===== config.mk =====
export PLATFORM = sky130hd
export DESIGN_NAME = impact_sram_sequencer
export DESIGN_NICKNAME = d
export VERILOG_FILES = /design/src/rtl/impact_sram_sequencer_pkg.sv /design/src/rtl/impact_phase_timer.sv /design/src/rtl/impact_sram_sequencer.sv
export SDC_FILE = /design/constraint.sdc
export NUM_CORES = 1
export LEC_CHECK = 0
export ABC_AREA = 1
export BUFFER_PORTS_ARGS = -buffer_cell sky130_fd_sc_hd__buf_4
export CAP_MARGIN = 20
export CORE_AREA = 4 4 88 90
export DETAILED_ROUTE_END_ITERATION = 10
export DIE_AREA = 0 0 92 94
export PLACE_DENSITY = 0.79
export SLEW_MARGIN = 20
export SYNTH_ARGS = -nofsm -noshare
export SYNTH_HDL_FRONTEND = slang
export SYNTH_SLANG_ARGS = --single-unit

===== constraint.sdc =====
create_clock -name wb_clk_i -period 1.7 [get_ports wb_clk_i]
set_input_delay 0.085 -clock wb_clk_i [delete_from_list [all_inputs] [get_ports wb_clk_i]]
set_output_delay 0.085 -clock wb_clk_i [all_outputs]
set_load 0.03 [all_outputs]

===== src/rtl/impact_sram_sequencer_pkg.sv =====
// Shared definitions for the IMPACT SRAM sequencer: FSM state encoding, default widths and phase lengths.
package impact_sram_sequencer_pkg;

    typedef enum logic [1:0] {
        ST_IDLE   = 2'd0,
        ST_PRECH  = 2'd1,
        ST_ACCESS = 2'd2,
        ST_DONE   = 2'd3
    } seq_state_e;

    localparam int DEF_ADDR_W     = 10;
    localparam int DEF_DATA_W     = 32;
    localparam int DEF_PRE_CYCLES = 2;
    localparam int DEF_ACC_CYCLES = 2;

    // Counter must hold the longer of the two phase lengths minus one.
    function automatic int phase_cnt_w(input int pre_cycles, input int acc_cycles);
        int longest;
        longest = (pre_cycles > acc_cycles) ? pre_cycles : acc_cycles;
        return $clog2(longest + 1);
    endfunction

endpackage


===== src/rtl/impact_phase_timer.sv =====
// Load / count-down / zero-flag timer shared by the PRECH and ACCESS phases of the SRAM sequencer.
module impact_phase_timer #(
    parameter int CNT_W = 2
) (
    input  logic             clk,
    input  logic             rst,
    input  logic             load,
    input  logic [CNT_W-1:0] load_val,
    output logic             zero
);

    logic [CNT_W-1:0] count;

    // NOTE: sequential state uses non-blocking assignments so every register samples pre-edge values.
    always_ff @(posedge clk) begin
        if (rst) begin
            count <= '0;
        end else if (load) begin
            count <= load_val;
        end else if (count != '0) begin
            count <= count - CNT_W'(1);
        end
    end

    assign zero = (count == '0);

endmodule


===== src/rtl/impact_sram_sequencer.sv =====
// IMPACT head / SRAM bank timing sequencer: PRE -> ReadEn/WriteEn -> response, all strobes registered.
// Optional access statistics enabled by defining IMPACT_SEQ_STATS_EN.
module impact_sram_sequencer
    import impact_sram_sequencer_pkg::*;
#(
    parameter int ADDR_W     = DEF_ADDR_W,
    parameter int DATA_W     = DEF_DATA_W,
    parameter int PRE_CYCLES = DEF_PRE_CYCLES,
    parameter int ACC_CYCLES = DEF_ACC_CYCLES
) (
    input  logic              wb_clk_i,
    input  logic              wb_rst_i,
    input  logic              req_valid,
    output logic              req_ready,
    input  logic              req_write,
    input  logic [ADDR_W-1:0] req_addr,
    input  logic [DATA_W-1:0] req_wdata,
    output logic              rsp_valid,
    output logic [DATA_W-1:0] rsp_rdata,
    output logic [ADDR_W-1:0] sram_addr,
    output logic              sram_pre,
    output logic              sram_rd_en,
    output logic              sram_wr_en,
    output logic [DATA_W-1:0] sram_din,
`ifdef IMPACT_SEQ_STATS_EN
    output logic [15:0]       stat_reads,
    output logic [15:0]       stat_writes,
`endif
    input  logic [DATA_W-1:0] sram_dout
);

    localparam int CNT_W = phase_cnt_w(PRE_CYCLES, ACC_CYCLES);

    seq_state_e       state;
    logic             write_q;
    logic             accept;
    logic             tmr_load;
    logic [CNT_W-1:0] tmr_val;
    logic             tmr_zero;

    assign req_ready = (state == ST_IDLE);
    assign accept    = req_valid && req_ready;

    // NOTE: every signal assigned in always_comb gets a default first, so no path can infer a latch.
    always_comb begin
        tmr_load = 1'b0;
        tmr_val  = CNT_W'(PRE_CYCLES - 1);
        if (accept) begin
            tmr_load = 1'b1;
        end else if (state == ST_PRECH && tmr_zero) begin
            tmr_load = 1'b1;
            tmr_val  = CNT_W'(ACC_CYCLES - 1);
        end
    end

    impact_phase_timer #(.CNT_W(CNT_W)) u_timer (
        .clk      (wb_clk_i),
        .rst      (wb_rst_i),
        .load     (tmr_load),
        .load_val (tmr_val),
        .zero     (tmr_zero)
    );

    always_ff @(posedge wb_clk_i) begin
        if (wb_rst_i) begin
            state      <= ST_IDLE;
            write_q    <= 1'b0;
            sram_addr  <= '0;
            sram_din   <= '0;
            sram_pre   <= 1'b0;
            sram_rd_en <= 1'b0;
            sram_wr_en <= 1'b0;
            rsp_valid  <= 1'b0;
            rsp_rdata  <= '0;
        end else begin
            case (state)
                ST_IDLE: begin
                    if (accept) begin
                        state     <= ST_PRECH;
                        write_q   <= req_write;
                        sram_addr <= req_addr;
                        sram_din  <= req_wdata;
                        sram_pre  <= 1'b1;
                    end
                end
                ST_PRECH: begin
                    if (tmr_zero) begin
                        state      <= ST_ACCESS;
                        sram_pre   <= 1'b0;
                        sram_rd_en <= !write_q;
                        sram_wr_en <= write_q;
                    end
                end
                ST_ACCESS: begin
                    // Bank data is sampled on the edge that closes the access window.
                    if (tmr_zero) begin
                        state      <= ST_DONE;
                        sram_rd_en <= 1'b0;
                        sram_wr_en <= 1'b0;
                        rsp_valid  <= 1'b1;
                        if (!write_q) begin
                            rsp_rdata <= sram_dout;
                        end
                    end
                end
                ST_DONE: begin
                    state     <= ST_IDLE;
                    rsp_valid <= 1'b0;
                end
                default: state <= ST_IDLE;
            endcase
        end
    end

`ifdef IMPACT_SEQ_STATS_EN
    always_ff @(posedge wb_clk_i) begin
        if (wb_rst_i) begin
            stat_reads  <= '0;
            stat_writes <= '0;
        end else if (state == ST_DONE) begin
            if (write_q && stat_writes != 16'hFFFF) begin
                stat_writes <= stat_writes + 16'd1;
            end
            if (!write_q && stat_reads != 16'hFFFF) begin
                stat_reads <= stat_reads + 16'd1;
            end
        end
    end
`endif

endmodule


==> qor.csv, run 1 <==
metric,value,unit
synthMuxAreaShare,0,
async_reset_ff_frac,0,
synth-adder-area-share,0.0325,
cts_max_level,3,
hold_ws,4.72,ps
drt-vias-per-instance,4.80,
antenna_found_initial,0,
post-route-min-period,1590,ps
core,7060,µm²
maxSlewHeadroom,0.786,
cts_buffer_depth,2,
hold_viol_final,0,
synth_common_cells,"nor2_1 (161), dfxtp_1 (83), o21ai_0 (69)",
num_rows,31,
initialDrtViolationCount,156,
place.detailed.hpwl,6.00,mm
wl_per_cell,13.8,µm
grt_pass1_wl,15.1,mm
first_pass_iters,4,
cts_buffers,9,
utilization,0.718,
die_area,8650,µm²
fin_nets,689,
yosysSeqAreaShare,0.539,
dpl_cell_area,4320,µm²
dp_cells,639,
cts_tree,done,
yosysUniqueCellTypes,21,
yosys.area_share.simple,0.236,
vias,3385,
max_freq,628,MHz
critPathRequiredTime,1920,ps
clkTransAtPathRegs,80,ps
fin_skew,8.69,ps
min_path_type,in -> reg,
synth_edf_count,0,
finalNonFillerCells,705,
synth_fp_nets,486,
criticalPathCategory,reg -> reg,
portBuffers,156,
cts_root_buf,clkbuf_8,
cts_setup_buffers,0,
netlist_instances,400,
yosysWarnings,0,
ant_nets,0,
setup_violations,0,
drc_errors,0,
fin_area,5070,µm²
setup.worst_path.start_class,flop,
power.leakage,0.00246,µW
area_growth,64.4,%
start_util,0.437,
syn_avg_cell_area,7.70,µm²
synth.area.top_cells,"dfxtp_1 (54%), nor2_1 (20%), o21ai_0 (11%)",
ys_ff_latch,83,
synth_top_family_by_area,simple AND/OR/NAND/NOR gates,
drive_above_1_share,0.297,
grt_max_degree,81,
grt_remaining_overflow,0,
arrival,1820,ps
grt_pass1_vias,3347,
die_w,92,µm
synth_xor_area_frac,0.00284,
yosysTopAreaCellShare,0.539,
synth.largest_area_cell,dfxtp_1,
ir_drop,0.000846,V
tns,0,ps
insertion_delay,340,ps
routed_wirelength,9.73,mm
finalMaxSlewViolations,0,
syn_area,3080,µm²
outcome,completed,
post-route-period-util,0.937,
yosysMostFrequentCell,nor2_1,
synthFlopType,dfxtp_1,
worst-path-max-fanout,32,
endpoint_kind,flop,
grt_use_total,0.217,
rsz0062_at_grt,no,
synth_compound_area_frac,0.132,
worst_slew_pin_slew,322,ps
io_pins,157,
powerDensity,1580,nW/µm²
max_cap_viol_count,0,
die_h,94,µm
gp_congestion,0.820,
cts_num_sinks,83,
n_antenna_cell,0,
[through the flow]
stage               worst slack [ps]  total power, µW
finish                           107             8000
global route                    7.03             8480
CTS                             90.4             7970
detailed placement               110             6350
global placement                 182             6250
floorplan                        292             5090
[metal layers]
| metal | vias up | part of all wire | track usage |
|---|---|---|---|
| li1 | 1669 | - | - |
| met1 | 1542 | 0.39 | 0.227 |
| met2 | 149 | 0.50 | 0.393 |
| met3 | 25 | 0.088 | 0.0769 |
| met4 | 0 | 0.024 | 0.0941 |
| met5 | - | 0 | 0 |
[placed cells by master (no fill, tap or decap), drive strengths merged]
cell / instances
nor2: 162
buf: 162
dfxtp: 83
o21ai: 77
dlygate4sd3: 52
nand2: 21
inv: 15
clkbuf: 10
ha: 8
nand3: 5
a21oi: 3
bufinv: 2
clkinv: 2
nor3: 1
xnor2: 1
a211oi: 1
clkinvlp: 1
[area by class of cell]
class	instances	area, µm²
fill	526	1990
timing repair buffer	214	1760
sequential	83	1660
multi-input combinational	279	1240
clock buffer	10	138
tap	99	124
clock inverter	4	76.3
inverter	16	62.6
[flip-flops by register name, summed over array words and instances, names as in the netlist]
| name | count |
|---|---|
| rsp_rdata | 32 |
| sram_din | 32 |
| sram_pre | 1 |
| sram_rd_en | 1 |
| u_timer.count | 2 |
| sram_addr | 10 |
| sram_wr_en | 1 |
| state | 2 |
| rsp_valid | 1 |
| write_q | 1 |
[timing repair]
action / CTS / global route
endpoints found under the hold margin: 54 / 0
endpoints found under the setup margin: 0 / 31
hold buffers: 52 / 0
resized for setup: 0 / 5
[worst max-delay path, stage by stage (launching register included)]
cell and delay [ps]:
dfxtp_1 320, inv_1 90, ha_1 260, nand2_2 90, nor2_4 260, inv_4 190, nor2_1 180, nor2_1 80
[worst paths after layout]
kind | slack (ps) | start | end | cells past startpoint
min | 5 | req_addr[7] | sram_addr[7] | 3
max reg2reg | 110 | u_timer.count[0] | rsp_rdata[16] | 7
max | 110 | u_timer.count[0] | rsp_rdata[16] | 7
min reg2reg | 490 | sram_addr[1] | sram_addr[1] | 2
[cells by family after synthesis]
| kind of cell | Yosys count |
|---|---|
| xor gates and xnor gates | 1 |
| AOI/OAI and AO/OA | 81 |
| adders and majority gates | 8 |
| buffers and inverters | 38 |
| and+or+nand+nor | 189 |
| DFF | 83 |
[where the power goes]
group	leakage (µW)	internal [µW]	switching (µW)
Clock	0.000104	855	683
Combinational	0.00167	1350	2310
Sequential	0.000682	2490	307
Power figures use the tool's default switching activity.
==> inputs of run 2 (changes only) <==
- ABC_AREA: 1 -> not set
==> qor.csv, run 2 <==
metric,value,unit
outcome,completed,
hold_end,sram_din[31],
cts_max_level,3,
wl_per_cell,14.6,µm
endpoint_kind,flop,
synth_edf_count,0,
die_w,92,µm
synth.largest_area_cell,dfxtp_1,
area_growth,73.1,%
rsz0062_at_grt,no,
hold_depth,3,
grt_pass1_vias,3432,
setup_violations,0,
wl_met3,792,µm
cts_root_buf,clkbuf_8,
reg2reg_depth,5,
drt-vias-per-instance,4.89,
cts_buffer_depth,2,
worst-path-max-fanout,9,
tns,0,ps
fillCellCount,508,
routed_wirelength,10.4,mm
grt_pass1_wl,16.2,mm
antenna_found_initial,0,
hold_viol_final,0,
syn_area,3070,µm²
async_reset_ff_frac,0,
m1WireLength,3.94,mm
hold_ws,31.6,ps
first_pass_iters,5,
min_path_type,in -> reg,
grt_remaining_overflow,0,
power.leakage,0.00232,µW
clkTransAtPathRegs,90,ps
core,7060,µm²
initialDrtViolationCount,90,
max_cap_viol_count,0,
ant_nets,0,
powerDensity,1290,nW/µm²
utilization,0.752,
drc_errors,0,
netlist_instances,383,
worst_slew_pin_slew,536,ps
maxSlewHeadroom,0.643,
top_regs,"rsp_rdata x32, sram_din x32, sram_addr x10",
yosysTopAreaCellShare,0.542,
num_rows,31,
worst_slack,140,ps
pre_cts_ws,97.8,ps
post-route-period-util,0.918,
layout_common_cells,"buf_4 (162), nand2_1 (152), dfxtp_1 (83)",
cts_tree,done,
hold_start,req_wdata[31],
fin_nets,692,
grt_use_total,0.234,
synth_fp_nets,469,
die_area,8650,µm²
yosysUniqueCellTypes,27,
grt_max_degree,53,
portBuffers,156,
reg2reg_from,state[0],
place.detailed.hpwl,6.25,mm
start_util,0.434,
criticalPathCategory,reg -> reg,
critPathRequiredTime,1980,ps
arrival,1840,ps
ys_ff_latch,83,
max_freq,641,MHz
die_h,94,µm
ir_drop,0.000720,V
synthFlopType,dfxtp_1,
synth.area.top_cells,"dfxtp_1 (54%), nand2_1 (19%), a21oi_1 (13%)",
n_antenna_cell,0,
cts_num_sinks,83,
finalMaxSlewViolations,0,
yosysMostFrequentCell,nand2_1,
synth_common_cells,"nand2_1 (152), dfxtp_1 (83), a21oi_1 (80)",
drive_above_1_share,0.303,
yosysSeqAreaShare,0.542,
wl_met2,5.38,mm
fin_skew,8.59,ps
insertion_delay,350,ps
gp_congestion,0.783,
dr.max_layer_used,met4,
io_pins,157,
cts_buffers,9,
post-route-min-period,1560,ps
syn_avg_cell_area,8.00,µm²
setup.worst_path.start_class,flop,
final_common_cell,buf_4,
vias,3469,
cts_setup_buffers,0,
r2r-end,sram_rd_en,
power,6860,µW
r2r_setup_slack,140,ps
yosysWarnings,0,
run 2: layout make-up:
type	count	area [µm²]	area share
Sequential cell	83	1660	0.313
Tap cell	99	124	0.0233
Inverter	6	22.5	0.00425
Timing Repair Buffer	238	2000	0.377
Multi-Input combinational cell	268	1260	0.238
Clock buffer	10	138	0.0259
Clock inverter	6	96.3	0.0182
run 2: worst max-delay path, stage by stage (launching register included):
cell,delay [ps]
dfxtp_1,420
inv_1,110
ha_2,250
mux2i_1,160
or4_1,410
a21oi_1,140
run 2: logic make-up after synthesis:
logic type / after synthesis / share of synthesized area
flops: 83 / 0.542
buf+inv: 32 / 0.0469
compound gates: 91 / 0.156
fa+ha+maj: 8 / 0.0327
mux: 1 / 0.00327
simple gates: 168 / 0.220
run 2: report_power, final:
group	switching, µW	internal [µW]	total [µW]	leakage, µW
combinational	1660	1110	2770	0.00153
clock	748	886	1630	0.000115
sequential	188	2270	2450	0.000677
run 2: timing repair:
item	CTS	global route
endpoints found under the setup margin	0	14
hold buffers	73	0
hold endpoints to repair	73	0
gates resized for setup	0	4
run 2: worst max path at each step:
stage                       to      from  cells past startpoint  slack, ps
floorplan             sram_pre  state[0]                      5        170
global placement    sram_rd_en  state[0]                      5        160
detailed placement  sram_rd_en  state[0]                      5        100
CTS                 sram_rd_en  state[0]                      5         70
global route        sram_rd_en  state[0]                      5         10
finish              sram_rd_en  state[0]                      5        140
run 2: stage by stage:
| step | area [µm²] | std cells |
|---|---|---|
| after floorplan | 3070 | 383 |
| after global placement | 4330 | 621 |
| after detailed placement | 4330 | 621 |
| after CTS | 5300 | 710 |
| after global routing | 5310 | 710 |
| final | 5310 | 710 |
run 2: metal layers:
metal / track usage / vias to the layer above
met2: 0.434 / 157
met3: 0.0561 / 26
met1: 0.253 / 1600
met5: 0 / -
li1: - / 1686
met4: 0.101 / 0
==> inputs of run 3 (changes only) <==
- CELL_PAD_IN_SITES_DETAIL_PLACEMENT: not set -> 2
- CELL_PAD_IN_SITES_GLOBAL_PLACEMENT: not set -> 2
- CORE_AREA: 4 4 88 90 -> 4 4 119 121
- DIE_AREA: 0 0 92 94 -> 0 0 123 125
==> qor.csv, run 3 (same netlist as run 2, synthesis figures left out) <==
metric,value,unit
start_util,0.234,
p_clk_frac,0.257,
worst_slew_pin_slew,495,ps
max_freq,636,MHz
portBuffers,156,
vias,3450,
first_pass_iters,4,
top_regs,"rsp_rdata x32, sram_din x32, sram_addr x10",
io_pins,157,
reg2reg_depth,5,
hold_end,sram_addr[3],
cts_buffer_depth,2,
powerDensity,1350,nW/µm²
antenna_found_initial,0,
internal-power,4450,µW
p_seq_frac,0.343,
reg2reg_from,state[1],
swShare,0.380,
ir_drop,0.000388,V
hold_start,req_addr[3],
post-route-min-period,1570,ps
pre_cts_ws,-211,ps
grt_use_total,0.172,
criticalPathCategory,reg -> reg,
power.leakage,0.00228,µW
routed_wirelength,13.1,mm
met3_usage,0.0650,
r2r_setup_slack,130,ps
initialDrtViolationCount,155,
core,13100,µm²
cts_num_sinks,83,
grt_max_degree,44,
drt-vias-per-instance,4.47,
fin_nets,676,
drive_above_1_share,0.311,
worst-path-max-fanout,6,
fin_area,5320,µm²
clkTransAtPathRegs,60,ps
max_cap_viol_count,0,
min_path_type,in -> reg,
p_comb_frac,0.400,
ant_nets,0,
cts_max_level,3,
grt_pass1_wl,20.8,mm
final_common_cell,buf_4,
r2r-end,sram_rd_en,
wl_per_cell,17.0,µm
num_rows,42,
maxSlewHeadroom,0.670,
cts_buffers,9,
cts_root_buf,clkbuf_16,
insertion_delay,340,ps
worst_slack,128,ps
arrival,1840,ps
die_h,125,µm
setup_violations,0,
rsz0062_at_grt,no,
place.detailed.hpwl,8.56,mm
grt_remaining_overflow,0,
post-route-period-util,0.925,
hold_depth,3,
outcome,completed,
grt_pass1_vias,3918,
cts_setup_buffers,0,
dpl_cell_area,4440,µm²
met1_usage,0.184,
hold_viol_final,0,
drc_errors,0,
critPathRequiredTime,1970,ps
die_w,123,µm
cts_tree,done,
fin_skew,3.65,ps
met2_usage,0.307,
finalMaxSlewViolations,0,
area_growth,73.6,%
grt_most_used_layer,met2,
endpoint_kind,flop,
gp_congestion,0.705,
setup.worst_path.start_class,flop,
die_area,15400,µm²
fillCellCount,1474,
netSwitchingPower,2730,µW
layout_common_cells,"buf_4 (159), nand2_1 (151), dfxtp_1 (82)",
## run 3: cell type report
| type | instances | area [µm²] | share of cell area |
|---|---|---|---|
| well taps | 176 | 220 | 0.0414 |
| clock inverters | 2 | 10.0 | 0.00188 |
| multi-input cells | 269 | 1290 | 0.242 |
| flip-flops and latches | 83 | 1660 | 0.312 |
| clock buffers | 14 | 264 | 0.0496 |
| repair buffers | 221 | 1850 | 0.348 |
| inverters | 6 | 22.5 | 0.00423 |
| diodes | 1 | 2.50 | 0.000470 |
## run 3: worst max-delay path by stage
stage          startpoint  cells after the start             to  slack [ps]
5_1_grt          state[1]                      5     sram_rd_en          40
3_3_place_gp     state[0]                      5   rsp_rdata[7]          10
4_1_cts          state[0]                      5     sram_rd_en          60
2_1_floorplan    state[0]                      5       sram_pre         170
6_report         state[1]                      5     sram_rd_en         130
3_5_place_dp     state[0]                      5  rsp_rdata[19]        -210
## run 3: repair_timing
item	in CTS	in global routing
cloned	1	0
gates resized for setup	3	4
hold buffers	58	0
setup endpoints to repair	32	19
pin swaps	0	0
endpoints found under the hold margin	58	0
## run 3: critical path, stage by stage, from the launching register on
cell and delay, ps:
dfxtp_1 360, inv_1 120, ha_2 230, nor2b_1 160, or4_1 480, a21oi_1 160
## run 3: power groups by stage
stage	combinational (µW)	sequential, µW	clock [µW]
after floorplan	1130	3000	0
after global placement	2620	2470	0
after detailed placement	2740	2500	0
after CTS	2900	2460	1910
after global routing	3150	2510	2000
final	2870	2470	1840
## run 3: metrics by stage
| step | hold WS, ps | util | std cells | total power, µW | TNS, ps |
|---|---|---|---|---|---|
| after global placement | 331 | 0.339 | 696 | 5090 | 0 |
| after global routing | 9.28 | 0.407 | 771 | 7670 | 0 |
| final | 5.96 | 0.407 | 772 | 7180 | 0 |
| after CTS | 1.47 | 0.406 | 771 | 7280 | 0 |
| after floorplan | 221 | - | 383 | 4130 | 0 |
| after detailed placement | 344 | 0.339 | 696 | 5240 | -4640 |
## run 3: routing by layer
layer	wire length (µm)	share of wire
met5	0	0
met4	228	0.017
met3	1060	0.080
met2	6950	0.53
met1	4900	0.37
